$ cat src/rtl/key_conditioner.sv
// key_conditioner: push-button front end for the PLL clock domain.
// Polarity fix, N-flop synchroniser and a four-state debounce FSM producing a clean
// pressed level, one-cycle press/release/long-hold pulses and a press-toggled level.
module key_conditioner #(
    parameter bit          INV_BTN         = 1'b0,
    parameter int unsigned SYNC_STAGES     = 2,
    parameter int unsigned DEBOUNCE_CYCLES = 4,
    parameter int unsigned HOLD_CYCLES     = 16
) (
    input  logic clk,
    input  logic rst,
    input  logic key_i,
    output logic key_o,
    output logic press_o,
    output logic release_o,
    output logic hold_o,
    output logic toggle_o
);

    localparam int unsigned CntW  = $clog2(DEBOUNCE_CYCLES + 1);
    // Keep hcnt at least one bit wide so HOLD_CYCLES=0 still elaborates.
    localparam int unsigned HcntW = (HOLD_CYCLES > 0) ? $clog2(HOLD_CYCLES + 1) : 1;
    localparam bit          HoldEn = (HOLD_CYCLES != 0);

    localparam logic [CntW-1:0]  DebLast  = CntW'(DEBOUNCE_CYCLES - 1);
    localparam logic [HcntW-1:0] HoldLast = HcntW'(HOLD_CYCLES - 1);
    localparam logic [HcntW-1:0] HoldMax  = HcntW'(HOLD_CYCLES);

    typedef enum logic [1:0] {
        StReleased,
        StPressWait,
        StPressed,
        StReleaseWait
    } state_t;

    logic [SYNC_STAGES-1:0] sync_q;
    logic                   s;
    state_t                 state;
    logic [CntW-1:0]        cnt;
    logic [HcntW-1:0]       hcnt;
    logic                   hold_done;

    assign s = sync_q[SYNC_STAGES-1];

    // Synchroniser chain; polarity is fixed before the first flop so s=1 always means pressed.
    always_ff @(posedge clk) begin
        if (rst) begin
            sync_q <= '0;
        end else begin
            sync_q <= {sync_q[SYNC_STAGES-2:0], key_i ^ INV_BTN};
        end
    end

    // Debounce FSM with all outputs registered; pulses default low every cycle.
    always_ff @(posedge clk) begin
        if (rst) begin
            state     <= StReleased;
            cnt       <= '0;
            hcnt      <= '0;
            hold_done <= 1'b0;
            key_o     <= 1'b0;
            press_o   <= 1'b0;
            release_o <= 1'b0;
            hold_o    <= 1'b0;
            toggle_o  <= 1'b0;
        end else begin
            press_o   <= 1'b0;
            release_o <= 1'b0;
            hold_o    <= 1'b0;
            unique case (state)
                StReleased: begin
                    if (s) begin
                        state <= StPressWait;
                        cnt   <= '0;
                    end
                end
                StPressWait: begin
                    if (!s) begin
                        // Bounce: drop back silently.
                        state <= StReleased;
                    end else if (cnt == DebLast) begin
                        state     <= StPressed;
                        key_o     <= 1'b1;
                        press_o   <= 1'b1;
                        toggle_o  <= ~toggle_o;
                        hcnt      <= '0;
                        hold_done <= 1'b0;
                    end else begin
                        cnt <= cnt + CntW'(1);
                    end
                end
                StPressed: begin
                    if (!s) begin
                        state <= StReleaseWait;
                        cnt   <= '0;
                    end else begin
                        if (hcnt != HoldMax) begin
                            hcnt <= hcnt + HcntW'(1);
                        end
                        if (HoldEn && (hcnt == HoldLast) && !hold_done) begin
                            hold_o    <= 1'b1;
                            hold_done <= 1'b1;
                        end
                    end
                end
                StReleaseWait: begin
                    if (s) begin
                        // Release glitch: hcnt/hold_done kept so hold is not re-armed.
                        state <= StPressed;
                    end else if (cnt == DebLast) begin
                        state     <= StReleased;
                        key_o     <= 1'b0;
                        release_o <= 1'b1;
                    end else begin
                        cnt <= cnt + CntW'(1);
                    end
                end
                default: state <= StReleased;
            endcase
        end
    end

endmodule

$ cat config.mk
export PLATFORM = sky130hd
export DESIGN_NAME = key_conditioner
export DESIGN_NICKNAME = d
export VERILOG_FILES = /design/src/rtl/key_conditioner.sv
export SDC_FILE = /design/constraint.sdc
export NUM_CORES = 1
export LEC_CHECK = 0
export BUFFER_PORTS_ARGS = -buffer_cell sky130_fd_sc_hd__buf_2
export CORE_MARGIN = 3
export CORE_UTILIZATION = 55
export CTS_CLUSTER_DIAMETER = 80
export DETAILED_ROUTE_END_ITERATION = 10
export PLACE_DENSITY = 0.74
export SLEW_MARGIN = 20
export SYNTH_ARGS = -nofsm -noshare
export SYNTH_HDL_FRONTEND = slang
export SYNTH_SLANG_ARGS = --single-unit
$ cat constraint.sdc
create_clock -name clk -period 1.5 [get_ports clk]
set_input_delay 0.3 -clock clk [delete_from_list [all_inputs] [get_ports clk]]
set_output_delay 0.3 -clock clk [all_outputs]
set_load 0.005 [all_outputs]
Word-level counts from Yosys, hierarchy flattened
Cells that the tools add are included.
W data, S select, Z words.
- reduce and logical (&&, ||, !) cells: 14
- muxes and demuxes: 29
- equal/unequal tests: 17
- add/sub/neg operators: 2
- bitwise gates (word level): 5
- operators by type and width (operator ; count):
    $mux W5 ; 4
    $ne A2 B2 Y1 const B ; 9
    $mux W3 ; 5
    $reduce_and A5 Y1 ; 3
    $mux W2 ; 6
    $pmux W3 S4 ; 1
    $pmux W5 S2 ; 1
    $mux W1 ; 9
    $reduce_or A3 Y1 ; 3
    $pmux W2 S4 ; 1
    $reduce_and A4 Y1 ; 2
    $ne A3 B3 Y1 const B ; 2
    $add A5 B1 Y5 const B ; 1
    $eq A5 B4 Y1 const B ; 1
    $ne A5 B5 Y1 const B ; 1
    $not A1 Y1 ; 5
    $eq A2 B2 Y1 const B ; 2
    $pmux W1 S2 ; 2
    $reduce_bool A2 Y1 ; 2
    $add A3 B1 Y3 const B ; 1
    $eq A3 B2 Y1 const B ; 1
    $reduce_and A3 Y1 ; 1
    $eq A2 B1 Y1 const B ; 1
    $logic_not A2 Y1 ; 1
    other kinds (2) ; 2
- logic and storage cells: 77
- input bits: 3
- bits in registers: 18

Logic depth before layout (Yosys ltp)
- depth in word-level cells: 5
- mapped depth: 6
- gate-level depth less buffers: 6

Worst setup path before layout
OpenSTA, ideal clock, no wires.
- path kind: reg-to-reg
- start: reg cnt[0]
- end: reg hcnt[2]
- period minus slack after synthesis: 1405 ps
- setup time: 95 ps
- cell stages (with the launch flop): 6
- data arrival time: 1310 ps
- setup slack: 95 ps
- cell sequence: dfxtp_1 > ha_1 > ha_1 > and4b_4 > a31o_4 > o311ai_1
- word-level cells in the longest chain between the ends: 3
- RTL lines (item ; RTL line ; source):
    start: declaration ; 39 ; logic [CntW-1:0] cnt;
    start signal: assignment ; 89 ; cnt <= cnt + CntW'(1);
    start signal: assignment ; 115 ; cnt <= cnt + CntW'(1);
    $eq A3 B2 Y1 ; 81 ; end else if (cnt == DebLast) begin
    $ne A2 B2 Y1 (no line) ; n/a ;
    $reduce_and A5 Y1 (no line) ; n/a ;
    end signal: assignment ; 98 ; hcnt <= hcnt + HcntW'(1);
    end: declaration ; 40 ; logic [HcntW-1:0] hcnt;
Every way passes these cells.
A chain may end at the register's enable or synchronous reset.

Worst setup path after layout
Same ends and word-level chain as after synthesis.

==> flow_metrics.env <==
export IMPL_dpl_cell_area_um2=911
export IMPL_required_ns=1.71
export IMPL_antenna_left=0
export IMPL_endpoint_kind="flip-flop"
export IMPL_rr_endpoint="hcnt[2]$_SDFFE_PP0P_"
export IMPL_p_total_mw=0.744
export IMPL_grt_antenna_before_repair=0
export IMPL_final_cell_mix="dfxtp_1, buf_2, inv_1"
export IMPL_grt_max_degree=22
export IMPL_worst_path_buf_inv=0
export IMPL_die_area_um2=2100
export IMPL_drt_wl_total_um=1450
export IMPL_final_area_um2=945
export IMPL_nNetsFinal=107
export IMPL_antennaDiodeCount=0
export IMPL_area_delta_synth_final_pct=8.32
export IMPL_core_area_um2=1400
export IMPL_yosysSeqAreaShare_pct=41.3
export IMPL_peakVddDrop_mv=0.906
export IMPL_placementRows=13
export IMPL_port_buffer_count=7
export IMPL_maxSlewViolCount=0
export IMPL_cp_depth=5
export IMPL_netlist_instances=88
export IMPL_synth_top_area_share_pct=41.3
export IMPL_overflow=0
export IMPL_cts_tree="yes"
export IMPL_avgViaCountPerCell=5.88
export IMPL_ys_types=35
export IMPL_drt_iter0_drc=17
export IMPL_cpPeakStageDelay_ns=0.33
export IMPL_async_flop_share_pct=0
export IMPL_power_density_nw_per_um2=787
export IMPL_hold_viol=0
export IMPL_grt_pass1_wl_um=2390
export IMPL_tightest_slew_ns=0.342
export IMPL_rrSetupSlack_ns=0.07
export IMPL_setup_tns_ns=0
export IMPL_cts_inserted_buffers=3
export IMPL_cts_buffer_depth=2
export IMPL_cp_endpoint="hcnt[2]$_SDFFE_PP0P_"
export IMPL_synth_edf_count=0
export IMPL_critical_path_arrival_ns=1.63
export IMPL_final_common_cell="dfxtp_1"
export IMPL_maxCapViolCount=0
export IMPL_syn_area_um2=872
export IMPL_initial_core_util_pct=62.3
export IMPL_cts_setup_buffers=0
export IMPL_gp_congestion=0.793
export IMPL_worst_hold_slack_ns=0.232
export IMPL_fin_crit_sh_pct=95.1
export IMPL_rr_worst_depth=5
export IMPL_cp_cell_sequence="ha_1 > ha_2 > and4b_4 > a31o_4 > o311ai_2"
export IMPL_worstSetupPathType="reg2reg"
export IMPL_min_path_type="in2reg"
export IMPL_relSlewSlack_pct=77.2
export IMPL_regArea_um2=362
export IMPL_n_fill_cell=116
export IMPL_clock_skew_ns=0.0113
export IMPL_place_hpwl_um=1050
export IMPL_min_path_cells=2
export IMPL_grt_pass1_vias=586
export IMPL_fmax_ghz=0.701
export IMPL_synth_top_area_cell="dfxtp_1"
export IMPL_multi_input_area_um2=454
export IMPL_crit_slowest_cell="dfxtp_2"
export IMPL_synthFlopType="dfxtp_1"
export IMPL_status="completed"
export IMPL_avgSynthCellArea_um2=9.91
export IMPL_yosys_top_cells_area="dfxtp_1, ha_1, buf_6"
export IMPL_clock_sinks=18
export IMPL_grt_use_total_pct=15.7
export IMPL_synth_seq_cells=18
export IMPL_rr_startpoint="cnt[0]$_SDFFE_PP0P_"
export IMPL_avgRoutedWirePerCell_um=12.9
export IMPL_h_tree_depth=1
export IMPL_die_h_um=45.8
export IMPL_synth_net_count=96
export IMPL_power_leakage_nw=0.354
export IMPL_first_pass_iters=4
export IMPL_ys_warn_count=0
export IMPL_clkLatencyLatePin_ns=0.29
export IMPL_drive_gt1_share_pct=22.7
export IMPL_cp_start_kind="flip-flop"
export IMPL_crit_start="cnt[0]$_SDFFE_PP0P_"
export IMPL_io_pins=8
export IMPL_cp_top_family="compound AO/OA/AOI/OAI gates"
export IMPL_num_vias=659
export IMPL_cts_root_buf="clkbuf_4"
export IMPL_drc=0
export IMPL_period_needed_ns=1.43
export IMPL_clkSlewWorstSetupHoldPaths_ns=0.10
export IMPL_crit_fanout=5
export IMPL_finalSetupViolations=0
export IMPL_die_width_um=45.8
-- kinds of logic after synthesis --
| family | after synthesis | share of synthesized area [%] |
|---|---|---|
| buffers and inverters | 11 | 7.75 |
| adders and majority gates | 5 | 7.17 |
| muxes | 2 | 2.30 |
| AOI/OAI and AO/OA | 15 | 11.6 |
| and+or+nand+nor | 34 | 26.8 |
| DFF | 18 | 41.3 |
| xor gates and xnor gates | 3 | 3.01 |
-- worst reg2reg max path, stage by stage (launching register included) --
cell	delay [ns]
dfxtp_2	0.33
ha_1	0.20
ha_2	0.17
and4b_4	0.21
a31o_4	0.24
o311ai_2	0.21
-- how the worst min path moves through the flow --
stage	to	startpoint
6_report	sync_q[0]$_SDFF_PP0_	key_i
3_5_place_dp	hold_o$_SDFF_PP0_	hold_done$_SDFFE_PP0P_
3_3_place_gp	hold_o$_SDFF_PP0_	hold_done$_SDFFE_PP0P_
4_1_cts	sync_q[0]$_SDFF_PP0_	key_i
2_1_floorplan	hold_o$_SDFF_PP0_	hold_done$_SDFFE_PP0P_
5_1_grt	sync_q[0]$_SDFF_PP0_	key_i
-- metal layers --
layer,part of all wire (%),GRT usage [%]
met1,49,20.5
met2,45,23.7
met3,5.2,5.93
met4,0.90,5.11
met5,0,0
-- registers in the layout, indices dropped and copies added, names as in the netlist, named ones only --
| signal | flops |
|---|---|
| key_o | 1 |
| state | 1 |
| hcnt | 5 |
| cnt | 3 |
| press_o | 1 |
| hold_o | 1 |
| release_o | 1 |
| toggle_o | 1 |
| hold_done | 1 |
| sync_q | 2 |
-- final cells by class --
type | count | area share (%)
repair buffers | 11 | 6.89
clock buffers | 3 | 2.38
multi-input cells | 59 | 48.1
inverters | 6 | 2.38
well taps | 15 | 1.99
flip-flops and latches | 18 | 38.3
-- through the flow --
| stage | util, % | worst slack (ns) | cells |
|---|---|---|---|
| after detailed placement | 65.1 | 0.0562 | 109 |
| after global placement | 65.1 | 0.0897 | 109 |
| after CTS | 66.7 | 0.0387 | 112 |
| final | 67.5 | 0.0735 | 112 |
| after floorplan | - | 0.0945 | 88 |
| after global routing | 67.5 | -0.00237 | 112 |
-- synthesized netlist by cell type (all sizes together) (2+ instances only) --
cell type,n
dfxtp,18
inv,6
a21oi,5
ha,5
buf,4
nand2,4
nand2b,4
nor3,4
o21ai,4
nand4b,3
nor2b,3
and3,2
mux2i,2
nand3,2
nand4,2
nor2,2
xnor2,2
-- report_power, final --
group | leakage [nW] | total, mW | internal, mW | switching (mW)
registers | 0.146 | 0.489 | 0.483 | 0.00552
clock network | 0.0138 | 0.226 | 0.0933 | 0.132
logic | 0.194 | 0.0290 | 0.0135 | 0.0155
-- timing repair --
item | CTS | global route
hold buffers | 0 | 0
resized for setup | 0 | 3
endpoints found under the setup margin | 0 | 3
endpoints found under the hold margin | 0 | 0
(Power assumes the default switching activity.)
